### config.mk
export PLATFORM = sky130hd
export DESIGN_NAME = mprj_wb_responder_flat
export DESIGN_NICKNAME = d
export VERILOG_FILES = /design/src/rtl/mprj_wb_responder_pkg.sv /design/src/rtl/mprj_wb_responder_if.sv /design/src/rtl/mprj_wb_timer.sv /design/src/rtl/mprj_wb_responder.sv /design/src/flat_wrapper.sv
export SDC_FILE = /design/constraint.sdc
export NUM_CORES = 1
export LEC_CHECK = 0
export BUFFER_PORTS_ARGS = -buffer_cell sky130_fd_sc_hd__buf_2
export CAP_MARGIN = 15
export CORE_ASPECT_RATIO = 1.1
export CORE_MARGIN = 3
export CORE_UTILIZATION = 29
export CTS_CLUSTER_DIAMETER = 120
export DETAILED_ROUTE_END_ITERATION = 8
export PLACE_DENSITY = 0.53
export SLEW_MARGIN = 25
export SYNTH_ARGS = -nofsm -noshare
export SYNTH_HDL_FRONTEND = slang
export SYNTH_SLANG_ARGS = --single-unit
export TNS_END_PERCENT = 50
### constraint.sdc
create_clock -name core_clk -period 6.3 [get_ports core_clk]
set_input_delay 1.26 -clock core_clk [delete_from_list [all_inputs] [get_ports core_clk]]
set_output_delay 1.26 -clock core_clk [all_outputs]
set_load 0.005 [all_outputs]
### src/rtl/mprj_wb_responder_pkg.sv
// ----------------------------------------------------------------------------
// mprj_wb_responder_pkg
// Shared definitions for the Wishbone register responder:
//   - byte offsets of the register map inside the 256-byte window
//   - CTRL / STATUS bit positions
//   - bus FSM state encoding
//   - byte-lane merge helper used for every sel-qualified register write
// ----------------------------------------------------------------------------
package mprj_wb_responder_pkg;

    localparam logic [7:0] OFS_CTRL     = 8'h00;
    localparam logic [7:0] OFS_STATUS   = 8'h04;
    localparam logic [7:0] OFS_COUNT    = 8'h08;
    localparam logic [7:0] OFS_COMPARE  = 8'h0C;
    localparam logic [7:0] OFS_SCRATCH0 = 8'h10;
    localparam logic [7:0] OFS_SCRATCH3 = 8'h1C;

    localparam int CTRL_CNT_EN_BIT = 0;
    localparam int CTRL_IRQ_EN_BIT = 1;
    localparam int STATUS_PEND_BIT = 0;

    typedef enum logic [1:0] {
        ST_IDLE = 2'd0,
        ST_WAIT = 2'd1,
        ST_ACK  = 2'd2
    } wb_state_e;

    // Replace only the byte lanes whose select bit is set.
    function automatic logic [31:0] merge_lanes(input logic [31:0] cur,
                                                input logic [31:0] new_val,
                                                input logic [3:0]  sel);
        logic [31:0] merged;
        for (int i = 0; i < 4; i++) begin
            merged[8*i +: 8] = sel[i] ? new_val[8*i +: 8] : cur[8*i +: 8];
        end
        return merged;
    endfunction

endpackage

### src/rtl/mprj_wb_responder_if.sv
// ----------------------------------------------------------------------------
// mprj_wb_responder_if
// Wishbone classic bus bundle between a master and the responder.
//   wb_cyc_i / wb_stb_i / wb_we_i : cycle, strobe, write (master -> slave)
//   wb_sel_i[3:0]                 : byte lane selects
//   wb_adr_i[31:0]                : byte address
//   wb_dat_i[31:0]                : write data
//   wb_ack_o                      : transfer acknowledge (slave -> master)
//   wb_dat_o[31:0]                : read data
// Signal suffixes are from the responder's point of view.
// ----------------------------------------------------------------------------
interface mprj_wb_responder_if;
    logic        wb_cyc_i;
    logic        wb_stb_i;
    logic        wb_we_i;
    logic [3:0]  wb_sel_i;
    logic [31:0] wb_adr_i;
    logic [31:0] wb_dat_i;
    logic        wb_ack_o;
    logic [31:0] wb_dat_o;

    modport master (
        output wb_cyc_i, wb_stb_i, wb_we_i, wb_sel_i, wb_adr_i, wb_dat_i,
        input  wb_ack_o, wb_dat_o
    );

    modport slave (
        input  wb_cyc_i, wb_stb_i, wb_we_i, wb_sel_i, wb_adr_i, wb_dat_i,
        output wb_ack_o, wb_dat_o
    );
endinterface

### src/rtl/mprj_wb_timer.sv
// ----------------------------------------------------------------------------
// mprj_wb_timer
// Free-running COUNT with COMPARE match and a sticky pending flag.
//   core_clk, core_rst : clock, synchronous active-high reset
//   cnt_en_i           : count enable (CTRL.cnt_en)
//   wr_sel_i, wr_data_i: byte lanes and data of the committing bus write
//   cnt_wr_i, cmp_wr_i : bus write to COUNT / COMPARE this cycle
//   pend_clr_i         : write-1-to-clear of STATUS.pending this cycle
//   count_o, compare_o, pending_o : register values
// ----------------------------------------------------------------------------
module mprj_wb_timer
    import mprj_wb_responder_pkg::*;
(
    input  logic        core_clk,
    input  logic        core_rst,
    input  logic        cnt_en_i,
    input  logic [3:0]  wr_sel_i,
    input  logic [31:0] wr_data_i,
    input  logic        cnt_wr_i,
    input  logic        cmp_wr_i,
    input  logic        pend_clr_i,
    output logic [31:0] count_o,
    output logic [31:0] compare_o,
    output logic        pending_o
);

    logic [31:0] count_q,   count_d;
    logic [31:0] compare_q, compare_d;
    logic        pending_q, pending_d;

    always_comb begin
        count_d   = count_q;
        compare_d = compare_q;
        pending_d = pending_q;

        // A bus write replaces the count outright; the increment is lost.
        if (cnt_wr_i) begin
            count_d = merge_lanes(count_q, wr_data_i, wr_sel_i);
        end else if (cnt_en_i) begin
            count_d = count_q + 32'd1;
        end

        if (cmp_wr_i) begin
            compare_d = merge_lanes(compare_q, wr_data_i, wr_sel_i);
        end

        // Set is evaluated last so a same-cycle match beats the clear.
        if (pend_clr_i) begin
            pending_d = 1'b0;
        end
        if (cnt_en_i && (count_q == compare_q)) begin
            pending_d = 1'b1;
        end
    end

    always_ff @(posedge core_clk) begin
        if (core_rst) begin
            count_q   <= '0;
            compare_q <= '0;
            pending_q <= 1'b0;
        end else begin
            count_q   <= count_d;
            compare_q <= compare_d;
            pending_q <= pending_d;
        end
    end

    assign count_o   = count_q;
    assign compare_o = compare_q;
    assign pending_o = pending_q;

endmodule

### src/rtl/mprj_wb_responder.sv
// ----------------------------------------------------------------------------
// mprj_wb_responder
// Wishbone classic slave exposing CTRL/STATUS/COUNT/COMPARE/SCRATCH0-3 in a
// 256-byte window at BASE_ADR, acknowledging after WAIT_STATES extra cycles.
//   core_clk, core_rst : clock, synchronous active-high reset
//   wb                 : Wishbone slave port (mprj_wb_responder_if.slave)
//   irq_o[2:0]         : bit0 = timer pending & irq_en, bits 2:1 always 0
// ----------------------------------------------------------------------------
module mprj_wb_responder
    import mprj_wb_responder_pkg::*;
#(
    parameter logic [31:0] BASE_ADR    = 32'h3000_0000,
    parameter int          WAIT_STATES = 1
) (
    input  logic                        core_clk,
    input  logic                        core_rst,
    mprj_wb_responder_if.slave          wb,
    output logic [2:0]                  irq_o
);

    localparam logic [3:0] WAIT_LOAD = (WAIT_STATES > 0) ? 4'(WAIT_STATES - 1) : 4'd0;

    wb_state_e   state_q, state_d;
    logic [3:0]  wait_cnt_q, wait_cnt_d;

    // Transfer attributes captured when leaving IDLE.
    logic        we_q;
    logic [3:0]  sel_q;
    logic [7:0]  ofs_q;
    logic [31:0] dat_q;

    logic [1:0]  ctrl_q;
    logic [31:0] scratch_q [4];

    logic        req_hit;
    logic        take_req;
    logic        wr_commit;
    logic        scratch_sel;
    logic [31:0] rdata;
    logic [31:0] count;
    logic [31:0] compare;
    logic        pending;
    logic        unused_adr_bits;

    assign req_hit   = wb.wb_cyc_i && wb.wb_stb_i &&
                       (wb.wb_adr_i[31:8] == BASE_ADR[31:8]);
    assign take_req  = (state_q == ST_IDLE) && req_hit;
    assign wr_commit = (state_q == ST_ACK) && we_q;
    assign scratch_sel = (ofs_q >= OFS_SCRATCH0) && (ofs_q <= OFS_SCRATCH3);
    assign unused_adr_bits = ^wb.wb_adr_i[1:0];

    always_comb begin
        state_d    = state_q;
        wait_cnt_d = wait_cnt_q;
        case (state_q)
            ST_IDLE: begin
                if (req_hit) begin
                    if (WAIT_STATES == 0) begin
                        state_d = ST_ACK;
                    end else begin
                        state_d    = ST_WAIT;
                        wait_cnt_d = WAIT_LOAD;
                    end
                end
            end
            ST_WAIT: begin
                // Master gave up the cycle: abandon without ack or write.
                if (!wb.wb_cyc_i) begin
                    state_d = ST_IDLE;
                end else if (wait_cnt_q == 4'd0) begin
                    state_d = ST_ACK;
                end else begin
                    wait_cnt_d = wait_cnt_q - 4'd1;
                end
            end
            ST_ACK:  state_d = ST_IDLE;
            default: state_d = ST_IDLE;
        endcase
    end

    always_ff @(posedge core_clk) begin
        if (core_rst) begin
            state_q    <= ST_IDLE;
            wait_cnt_q <= '0;
            ctrl_q     <= '0;
            for (int i = 0; i < 4; i++) begin
                scratch_q[i] <= '0;
            end
        end else begin
            state_q    <= state_d;
            wait_cnt_q <= wait_cnt_d;
            if (wr_commit && (ofs_q == OFS_CTRL) && sel_q[0]) begin
                ctrl_q <= dat_q[1:0];
            end
            if (wr_commit && scratch_sel) begin
                scratch_q[ofs_q[3:2]] <= merge_lanes(scratch_q[ofs_q[3:2]], dat_q, sel_q);
            end
        end
    end

    always_ff @(posedge core_clk) begin
        if (take_req) begin
            we_q  <= wb.wb_we_i;
            sel_q <= wb.wb_sel_i;
            ofs_q <= {wb.wb_adr_i[7:2], 2'b00};
            dat_q <= wb.wb_dat_i;
        end
    end

    mprj_wb_timer u_timer (
        .core_clk   (core_clk),
        .core_rst   (core_rst),
        .cnt_en_i   (ctrl_q[CTRL_CNT_EN_BIT]),
        .wr_sel_i   (sel_q),
        .wr_data_i  (dat_q),
        .cnt_wr_i   (wr_commit && (ofs_q == OFS_COUNT)),
        .cmp_wr_i   (wr_commit && (ofs_q == OFS_COMPARE)),
        .pend_clr_i (wr_commit && (ofs_q == OFS_STATUS) && sel_q[0] && dat_q[STATUS_PEND_BIT]),
        .count_o    (count),
        .compare_o  (compare),
        .pending_o  (pending)
    );

    // Offsets 0x20-0xFC fall through to 0.
    always_comb begin
        rdata = '0;
        if (scratch_sel) begin
            rdata = scratch_q[ofs_q[3:2]];
        end else begin
            case (ofs_q)
                OFS_CTRL:    rdata = {30'd0, ctrl_q};
                OFS_STATUS:  rdata = {31'd0, pending};
                OFS_COUNT:   rdata = count;
                OFS_COMPARE: rdata = compare;
                default:     rdata = '0;
            endcase
        end
    end

    assign wb.wb_ack_o = (state_q == ST_ACK);
    assign wb.wb_dat_o = (state_q == ST_ACK) ? rdata : '0;
    assign irq_o       = {2'b00, pending & ctrl_q[CTRL_IRQ_EN_BIT]};

endmodule

### src/flat_wrapper.sv
// flat-port wrapper written by rule: the top's interface ports become plain ports
module mprj_wb_responder_flat import mprj_wb_responder_pkg::*;
#(
    parameter logic [31:0] BASE_ADR    = 32'h3000_0000,
    parameter int          WAIT_STATES = 1
)
  (core_clk, core_rst, irq_o, wb_wb_cyc_i, wb_wb_stb_i, wb_wb_we_i, wb_wb_sel_i, wb_wb_adr_i, wb_wb_dat_i, wb_wb_ack_o, wb_wb_dat_o);
  mprj_wb_responder_if wb_i ();
  input  logic core_clk;
  input  logic core_rst;
  output logic [2:0] irq_o;
  input wire logic [$bits(wb_i.wb_cyc_i)-1:0] wb_wb_cyc_i;
  input wire logic [$bits(wb_i.wb_stb_i)-1:0] wb_wb_stb_i;
  input wire logic [$bits(wb_i.wb_we_i)-1:0] wb_wb_we_i;
  input wire logic [$bits(wb_i.wb_sel_i)-1:0] wb_wb_sel_i;
  input wire logic [$bits(wb_i.wb_adr_i)-1:0] wb_wb_adr_i;
  input wire logic [$bits(wb_i.wb_dat_i)-1:0] wb_wb_dat_i;
  output wire logic [$bits(wb_i.wb_ack_o)-1:0] wb_wb_ack_o;
  output wire logic [$bits(wb_i.wb_dat_o)-1:0] wb_wb_dat_o;
  assign wb_i.wb_cyc_i = wb_wb_cyc_i;
  assign wb_i.wb_stb_i = wb_wb_stb_i;
  assign wb_i.wb_we_i = wb_wb_we_i;
  assign wb_i.wb_sel_i = wb_wb_sel_i;
  assign wb_i.wb_adr_i = wb_wb_adr_i;
  assign wb_i.wb_dat_i = wb_wb_dat_i;
  assign wb_wb_ack_o = wb_i.wb_ack_o;
  assign wb_wb_dat_o = wb_i.wb_dat_o;
  mprj_wb_responder #(.BASE_ADR(BASE_ADR), .WAIT_STATES(WAIT_STATES)) u_core (.core_clk(core_clk), .core_rst(core_rst), .wb(wb_i), .irq_o(irq_o));
endmodule
[Word-level counts from Yosys, hierarchy flattened]
Memories as Yosys holds them, arrays and structs flattened. A register that Yosys moved wholly into a read port is not among the register bits.
Index checks and enable logic that the tools add are counted.
Word-level totals
  flip-flop bits (word level): 116
  output and inout port bits: 36
  memories kept: 1
  bits of input ports: 73
  bits in writable memories: 128
  word-level logic and storage cells: 100
Memory list
  u_core.scratch_q: words 4, bits a word 32, read ports 1, clocked after memory_dff 1, write ports 4, RTL line mprj_wb_responder.sv:33  | logic [31:0] scratch_q [4];
Cells by class
  magnitude comparators: 2
  reduce and logical (&&, ||, !) cells: 31
  bitwise logic cells: 1
  $add $sub $neg: 2
  multiplexer cells: 32
  equality and inequality tests: 15
Operators with widths (count)
  32-bit 2-to-1 mux: 5
  32-bit one-hot mux with 4 select lines: 1
  8-bit 2-to-1 mux: 8
  32-bit by 1-bit adder with 32-bit output (second input constant): 1
  32-bit equality test: 1
  32-bit OR reduction: 1
  24-bit by 22-bit equality test with 1-bit output (second input constant): 1
  2-bit AND reduction: 9
  1-bit logical AND: 14
  6-bit by 2-bit equality test with 1-bit output (second input constant): 2
  4-bit 2-to-1 mux: 3
  2-bit 2-to-1 mux: 5
  2-bit by 1-bit inequality test with 1-bit output (second input constant): 5
  8-bit by 5-bit greater-or-equal comparator with 1-bit output (second input constant): 1
  8-bit by 5-bit <= comparator with 1-bit output (second input constant): 1
  8-bit zero test: 1
  1-bit 2-to-1 mux: 8
  4-bit one-hot mux with 2 select lines: 1
  6-bit by 1-bit equality test with 1-bit output (second input constant): 1
  2-bit nonzero test: 3
  4-bit zero test: 1
  2-bit inequality test (second input constant): 2
  2-bit one-hot mux with 2 select lines: 1
  4-bit AND reduction: 1
  6 further kinds: 6

[Depth between registers and ports, before layout]
Gate-level depths: netlist of run 1.
  depth after elaboration: 8
  depth in mapped cells: 9
  mapped depth without buffers: 7

[Hierarchy]
A second synthesis of run 1 with hierarchy kept.
Second synthesis, totals
  cells, all modules: 1030
  area, all modules: 11933.9 um2
By module, submodules not included
  mprj_wb_responder: cells an instance 590, area an instance 8324.2 um2, times used 1
  mprj_wb_timer: cells an instance 440, area an instance 3609.7 um2, times used 1

[Worst setup path after synthesis of run 1]
No wires, ideal clock.
  path type: reg2reg
  start: register u_core.ofs_q[5]
  end: memory u_core.scratch_q[1][0] (enable)
  arrival time: 3.660 ns
  setup time: 0.466 ns
  required time: 5.834 ns
  slack: 2.174 ns
  buffers on the path: 1
  cell stages (with the launch flop): 5
  path through: edfxtp_1 nor4b_1 clkbuf_1 nand2_1 o21ai_0
RTL lines
  from (decl): RTL line mprj_wb_responder.sv:29  | logic [7:0] ofs_q;
  from (signal assigned): RTL line mprj_wb_responder.sv:105  | ofs_q <= {wb.wb_adr_i[7:2], 2'b00};
  to (decl): RTL line mprj_wb_responder.sv:33

[Worst setup path after layout of run 1]
  start: register u_core.ofs_q[4]
  end: output wb_wb_dat_o[1]
On the way
  cells in the longest elaborated chain, start to end: 4
  elaborated cells between the ends (all ways): 10
  those cells by class: order compare (2); eq/ne (3); mux (3); reduce/logical (2)
Ends and longest elaborated chain
  8-bit by 5-bit greater-or-equal comparator with 1-bit output (tied with other cells): RTL line mprj_wb_responder.sv:49  | assign scratch_sel = (ofs_q >= OFS_SCRATCH0) && (ofs_q <= OFS_SCRATCH3);
  1-bit logical AND or 32-bit one-hot mux with 4 select lines (tied branches): RTL line mprj_wb_responder.sv:49, mprj_wb_responder.sv:130
  32-bit 2-to-1 mux (*): RTL line mprj_wb_responder.sv:127  | if (scratch_sel) begin
  32-bit 2-to-1 mux (*): RTL line mprj_wb_responder.sv:141  | assign wb.wb_dat_o = (state_q == ST_ACK) ? rdata : '0;
  to (decl): RTL line flat_wrapper.sv:19  | output wire logic [$bits(wb_i.wb_dat_o)-1:0] wb_wb_dat_o;
Every way passes the cells marked *; elsewhere a longest branch is shown, timed or not.

==> out/summary.txt, run 1 <==
Crit path buffers/inverters = 2
CP Max Fanout = 21
Die Width = 199 um
Syn-to-layout area delta = 16.9%
Diode count = 0
Max_slew headroom = 36.1%
H-tree depth = 1
Register area share after synthesis = 55.9%
CP top delay family = simple AND/OR/NAND/NOR gates
Max Clk Rate = 219 MHz
Hold/Removal Path Class = register to register
Crit path launch type = register
Synthesized area = 0.0119 sq mm
Detail Route Antenna Nets = 0
FFs w/ async S/R, synth = 0%
Type of the worst setup path = register to output pin
Largest net degree at the start of global routing = 68
Synth top area share = 43.2%
Clock slew at reported path FFs = 0.06 ns
Total grt overflow = 0
Yosys top cell by area = edfxtp_1
Synth top area cells = edfxtp_1, dfxtp_1, mux4_2
Inst Count DP = 1622
Clk buf depth = 3
Final cell count without fillers = 1675
Setup tns final = 0 ns
WHS = 0.542 ns
Yosys Warn Count = 0
Total track usage = 15.6%
Status = finished clean
Synth top cells by count = edfxtp_1, nor2_1, nand2_1, dfxtp_1, clkbuf_1
Routed vias/inst = 5.09
Tmin final = 4.56 ns
Post-synthesis register bit count = 246
Resized Gates After CTS = 0
DR WL/cell = 20.3 um
Fin Clk Skew = 0.00856 ns
Hold path startpoint = u_core.wait_cnt_q[1]
First-pass GRT wire length = 52400 um
FF-to-FF End = u_core.u_timer.count_o[17]
RSZ-0062 raised after global routing = no
Vias in the first global route = 8709
Final Hold Vio Count = 0
Core Area = 0.0403 sq mm
Initial Utilization = 29.5%
I/O Pins = 109
Most common cell in the netlist = edfxtp_1
PortBufs = 104
DR DRC count = 0
Vias = 8534
Slowest-stage cell, CP = or4_4
Req. time, crit path = 5.04 ns
Max_cap viols = 0
Syn Inst Count = 1064
Worst-path cell chain = or4_4, nor2_4, buf_4, a221oi_1, a221oi_1, buf_2
Clock Latency Late Sink = 0.54 ns
Routed wire length = 34100 um
Cell row count = 77
Ratio of cells with drive above 1 in the final layout = 20.7%
TritonCTS clock tree = done
CTS buffer count = 28
DIE AREA = 0.0434 sq mm
# setup viols final = 0
Fin. max-slew vios = 0
WHS Path Cells = 2
Clk sink count = 246
Antenna violations before repair = 1
Most frequent CP cell = a221oi_1
Reg-to-reg slack, setup = 3.26 ns
Die height = 218 um
Cts hold-fix bufs = 0
Initial drt markers = 642
Crit end category = output pin
Fin nets = 1216
GP Congestion = 0.814
DP Wirelength = 22300 um
Fillers = 4039
Netlist cell types = 68
Ys flop type = edfxtp_1
Worst IR Drop VDD = 0.000177 V
Arrival time worst endpoint = 3.30 ns
Worst-Margin Slew = 0.958 ns
Part of the cycle the worst path needs = 72.4%
Pleak = 0.00532 uW
Max stage delay on crit path = 0.65 ns
Setup Fix Bufs, Post-CTS = 0
TritonRoute pass-1 iters = 5
Design Area, Final = 0.0139 sq mm
Worst Hold Endpoint = u_core.wait_cnt_q[1]
Syn_area_per_cell = 11.2 sq um
Placed Area = 0.0129 sq mm
R2R Path Start = u_core.ofs_q[4]
Clk root buf = clkbuf_16
EDFF count, synth = 171
CP startpoint = u_core.ofs_q[4]
Power per Cell Area = 261 mW/mm^2
Cell count of the worst reg-to-reg path = 5
## cell usage in the layout, fill, tap and decap left out, types with 29 or more instances in the layout
master,count
nand2_1,114
edfxtp_1,171
mux4_2,33
nor2_1,154
a21oi_1,52
mux2i_1,37
dfxtp_1,74
inv_1,41
buf_2,104
a22oi_1,29
clkbuf_16,29
## worst reg2reg max path, stage by stage, from the launching register on
cell	delay [ns]
edfxtp_1	0.53
nor4_4	0.62
nand3_1	0.75
nor2_1	0.68
a211oi_1	0.11
nor4_1	0.25
## metrics by stage
stage	util, %	setup slack [ns]	total power, uW
3_5_place_dp	31.9	2.34	1880
6_report	34.5	1.74	3630
4_1_cts	34.4	1.74	3680
2_1_floorplan	-	2.17	1830
3_3_place_gp	31.9	2.32	1880
5_1_grt	34.5	1.61	3750
## how the worst max path moves through the flow
stage                                        end  slack [ns]  depth (start not counted)
after floorplan           u_core.scratch_q[1][0]        2.17                          4
after global placement            wb_wb_dat_o[1]        2.32                          6
after detailed placement          wb_wb_dat_o[1]        2.34                          6
after CTS                         wb_wb_dat_o[1]        1.74                          6
after global routing              wb_wb_dat_o[1]        1.61                          6
final                             wb_wb_dat_o[1]        1.74                          6
## report_power, final
group,switching (uW),internal (uW),total [uW]
Clock,658,1130,1780
Sequential,6.94,1750,1760
Combinational,51.4,34.6,86.0
Total,716,2910,3630
## cell families (layout without fill, tap and decap cells)
logic type,count (synthesis),after routing,synth area share (%)
DFF,246,246,55.9
muxes,94,94,11.7
xor gates and xnor gates,35,35,2.58
other,1,2,0.0316
adders and majority gates,3,3,0.316
buffers and inverters,117,214,4.13
and+or+nand+nor,397,397,15.9
AOI/OAI and AO/OA,171,171,9.50
## sequential cells by signal, summed over array words and instances (netlist names), named ones only
name and cells:
u_core.sel_q 4, u_core.we_q 1, u_core.u_timer.pending_o 1, u_core.u_timer.count_o 32
u_core.scratch_q 128, u_core.ofs_q 6, u_core.state_q 2, u_core.dat_q 32
u_core.ctrl_q 2, u_core.u_timer.compare_o 32, u_core.wait_cnt_q 4
## routing by layer
metal  vias to the layer above  track usage (%)  part of all wire, %
met5                         -                0                    0
met4                         0             4.03                  1.8
met3                        40             1.91                  4.7
met2                       205             27.4                   50
met1                      4256             20.4                   43
li1                       4033                -                    -
## layout make-up
class	instances	area [sq um]	share of cell area (%)
inverters	42	158	1.14
clock buffers	44	812	5.85
multi-input cells	702	4790	34.5
repair buffers	120	648	4.67
flip-flops and latches	246	6640	47.8
clock inverters	8	189	1.36
well taps	513	642	4.62
No activity file was read; power rests on OpenSTA's default activity.
==> inputs of run 2 (changes only) <==
- ABC_AREA: unset -> 1
- clock period: 6.3 -> 4.4 ns (I/O delays scaled with it)
==> run 2 against run 1 <==
  * Final cell count increased by 31%
  * Highest routed layer unchanged
  * Clock power increased by 29%
  * Power increased by 36%
  * Critical path depth increased by 1
  * Clock skew increased by 0.018 ns
  * Via count increased by 26%
  * Design area increased by 4.1%
  * Largest cell class unchanged
  * Synthesized area increased by 5.0%
  * First-iteration DRC count increased by 35%
==> out/summary.txt, run 2 <==
Status = finished clean (unchanged)
Most common cell in the netlist = nand2_1 (was edfxtp_1)
Max FFs per register = 128 (unchanged)
Clock power frac = 46.7% (was 49.2%)
Clk root buf = clkbuf_16 (unchanged)
PortBufs = 104 (unchanged)
Ys flop type = edfxtp_1 (unchanged)
Initial Utilization = 29.4% (was 29.5%)
Gate power share = 2.2% (was 2.4%)
Vias in the first global route = 10306 (was 8709)
GP Congestion = 0.922 (was 0.814)
Cell count of the worst reg-to-reg path = 7 (was 5)
Placed Area = 0.0136 sq mm (was 0.0129 sq mm)
Sequential power share = 51.2% (was 48.5%)
Crit path launch type = register (unchanged)
Syn Inst Count = 1537 (was 1064)
Antenna violations before repair = 1 (unchanged)
Syn_area_per_cell = 8.11 sq um (was 11.2 sq um)
Arrival time worst endpoint = 2.83 ns (was 3.30 ns)
Cell row count = 79 (was 77)
Synth top cells by count = nand2_1, nor2_1, edfxtp_1, a21oi_1, inv_1 (was edfxtp_1, nor2_1, nand2_1, dfxtp_1, clkbuf_1)
Req. time, crit path = 3.52 ns (was 5.04 ns)
DIE AREA = 0.0455 sq mm (was 0.0434 sq mm)
WL met1 = 17000 um (was 14800 um)
Final Hold Vio Count = 0 (unchanged)
Synthesized area = 0.0125 sq mm (was 0.0119 sq mm)
Setup tns final = 0 ns (unchanged)
I/O Pins = 109 (unchanged)
Initial drt markers = 864 (was 642)
Tmin final = 3.71 ns
TritonCTS clock tree = done (unchanged)
NetSw = 1030 uW (was 716 uW)
Clock Latency Late Sink = 0.56 ns (was 0.54 ns)
Inst Count DP = 2152 (was 1622)
Routed vias/inst = 4.89 (was 5.09)
DP Wirelength = 27900 um (was 22300 um)
Clock slew at reported path FFs = 0.06 ns (about the same)
Netlist cell types = 40 (was 68)
Type of the worst setup path = register to output pin (unchanged)
Hold path startpoint = u_core.wait_cnt_q[0] (was u_core.wait_cnt_q[1])
Vias = 10774 (was 8534)
Worst IR Drop VDD = 0.000242 V (was 0.000177 V)
Net Sw Frac = 21.0% (was 19.7%)
Final cell count without fillers = 2202 (was 1675)
CP Max Fanout = 23 (was 21)
DR WL/cell = 18.4 um (was 20.3 um)
Synth top area share = 41.2% (was 43.2%)
Routed wire length = 40400 um (was 34100 um)
Resized Gates After CTS = 0 (unchanged)
EDFF count, synth = 171 (unchanged)
Total track usage = 17.3% (was 15.6%)
Post-synthesis register bit count = 246 (unchanged)
Largest net degree at the start of global routing = 69 (was 68)
First-pass GRT wire length = 60700 um (was 52400 um)
# setup viols final = 0 (unchanged)
Detail Route Antenna Nets = 0 (unchanged)
WHS = 0.484 ns (was 0.542 ns)
Layout Utilization = 34.1% (was 34.5%)
Max_cap viols = 0 (unchanged)
Reg-to-reg slack, setup = 1.41 ns (was 3.26 ns)
Metal2 WL = 20000 um (was 17000 um)
Clk buf depth = 3 (unchanged)
Crit end category = output pin (unchanged)
Commonest non-fill, non-tap cell in the layout = nand2_1 (was edfxtp_1)
Worst Hold Endpoint = u_core.wait_cnt_q[0] (was u_core.wait_cnt_q[1])
Total grt overflow = 0 (unchanged)
Power per Cell Area = 340 mW/mm^2 (was 261 mW/mm^2)
DR DRC count = 0 (unchanged)
Internal power = 3880 uW (was 2910 uW)
Max Clk Rate = 270 MHz
Fin nets = 1690 (was 1216)
FFs w/ async S/R, synth = 0% (unchanged)
Ratio of cells with drive above 1 in the final layout = 11.9% (was 20.7%)
Fillers = 4442 (was 4039)
Part of the cycle the worst path needs = 84.3%
TritonRoute pass-1 iters = 5 (unchanged)
Top reg by flops = u_core.scratch_q (unchanged)
Diode count = 0 (unchanged)
Pleak = 0.00571 uW (was 0.00532 uW)
Yosys Warn Count = 0 (unchanged)
R2R Path Start = u_core.ofs_q[7] (was u_core.ofs_q[4])
Die height = 223 um (was 218 um)
H-tree depth = 1 (unchanged)
Die Width = 204 um (was 199 um)
FF-to-FF End = u_core.scratch_q[1][24] (was u_core.u_timer.count_o[17])
Commonest non-fill, non-tap cells in the layout = nand2_1, nor2_1, edfxtp_1 (was edfxtp_1, nor2_1, nand2_1)
Clk sink count = 246 (unchanged)
Yosys top cell by area = edfxtp_1 (unchanged)
Worst-Margin Slew = 0.820 ns (was 0.958 ns)
Setup Fix Bufs, Post-CTS = 0 (unchanged)
CTS buffer count = 27 (was 28)
Max_slew headroom = 45.4% (was 36.1%)
Syn-to-layout area delta = 15.9% (was 16.9%)
Hold/Removal Path Class = register to register (unchanged)
Register area share after synthesis = 53.2% (was 55.9%)
Top routing layer used = met4 (unchanged)
Fin. max-slew vios = 0 (unchanged)
Cts hold-fix bufs = 0 (unchanged)
RSZ-0062 raised after global routing = no (unchanged)
Synth top area cells = edfxtp_1, dfxtp_1, nand2_1 (was edfxtp_1, dfxtp_1, mux4_2)
WHS Path Cells = 2 (unchanged)
Met3 routed WL = 2020 um (was 1610 um)
Fin Clk Skew = 0.0262 ns (was 0.00856 ns)
Design Area, Final = 0.0144 sq mm (was 0.0139 sq mm)
Core Area = 0.0424 sq mm (was 0.0403 sq mm)
-- run 2: stage by stage --
| step | setup WS (ns) | power (uW) |
|---|---|---|
| 4_1_cts | 0.632 | 4960 |
| 5_1_grt | 0.444 | 5060 |
| 2_1_floorplan | 0.389 | 2610 |
| 6_report | 0.692 | 4920 |
| 3_3_place_gp | 1.23 | 2670 |
| 3_5_place_dp | 1.23 | 2670 |
-- run 2: area by class of cell --
| type | count | area [sq um] | share of cell area (%) |
|---|---|---|---|
| Clock buffer | 36 | 729 | 5.05 |
| Inverter | 150 | 566 | 3.92 |
| Tap cell | 567 | 709 | 4.91 |
| Multi-Input combinational cell | 1065 | 4970 | 34.4 |
| Timing Repair Buffer | 124 | 683 | 4.73 |
| Clock inverter | 14 | 149 | 1.03 |
| Sequential cell | 246 | 6640 | 46.0 |
-- run 2: how the worst max path moves through the flow --
| stage | end | depth (start not counted) | startpoint | slack, ns |
|---|---|---|---|---|
| floorplan | u_core.scratch_q[0][0] | 4 | core_rst | 0.39 |
| global placement | wb_wb_dat_o[1] | 9 | u_core.ofs_q[7] | 1.23 |
| detailed placement | wb_wb_dat_o[3] | 8 | u_core.ofs_q[7] | 1.23 |
| CTS | wb_wb_dat_o[3] | 8 | u_core.ofs_q[7] | 0.63 |
| global route | wb_wb_dat_o[21] | 8 | u_core.ofs_q[7] | 0.44 |
| finish | wb_wb_dat_o[11] | 7 | u_core.ofs_q[7] | 0.69 |
-- run 2: kinds of logic after synthesis --
kind of cell	after synthesis	synth area share, %
other	1	0.0301
buffers and inverters	227	7.30
adder cells (fa/ha/maj)	3	0.301
AO/OA/AOI/OAI	356	15.6
XOR/XNOR	13	0.913
flip-flops	246	53.2
AND/OR/NAND/NOR	691	22.6
-- run 2: per-layer routing --
layer  up-vias  global-route usage [%]
li1       5265                       -
met1      5145                    21.9
met2       293                    30.2
met3        71                    1.98
met4         0                    6.51
met5         -                       0
-- run 2: power groups by stage --
stage	clock, uW	combinational [uW]	sequential, uW
2_1_floorplan	0	47.4	2570
3_3_place_gp	0	107	2560
3_5_place_dp	0	109	2570
4_1_cts	2340	109	2520
5_1_grt	2420	119	2520
6_report	2290	106	2520
-- run 2: critical path: stages, from the launching register on --
cell      delay, ns
edfxtp_1       0.37
nor2_1         0.17
nand2_1        0.07
nor2_1         0.19
clkinv_1       0.55
buf_4          0.41
a21oi_1        0.32
buf_2          0.18
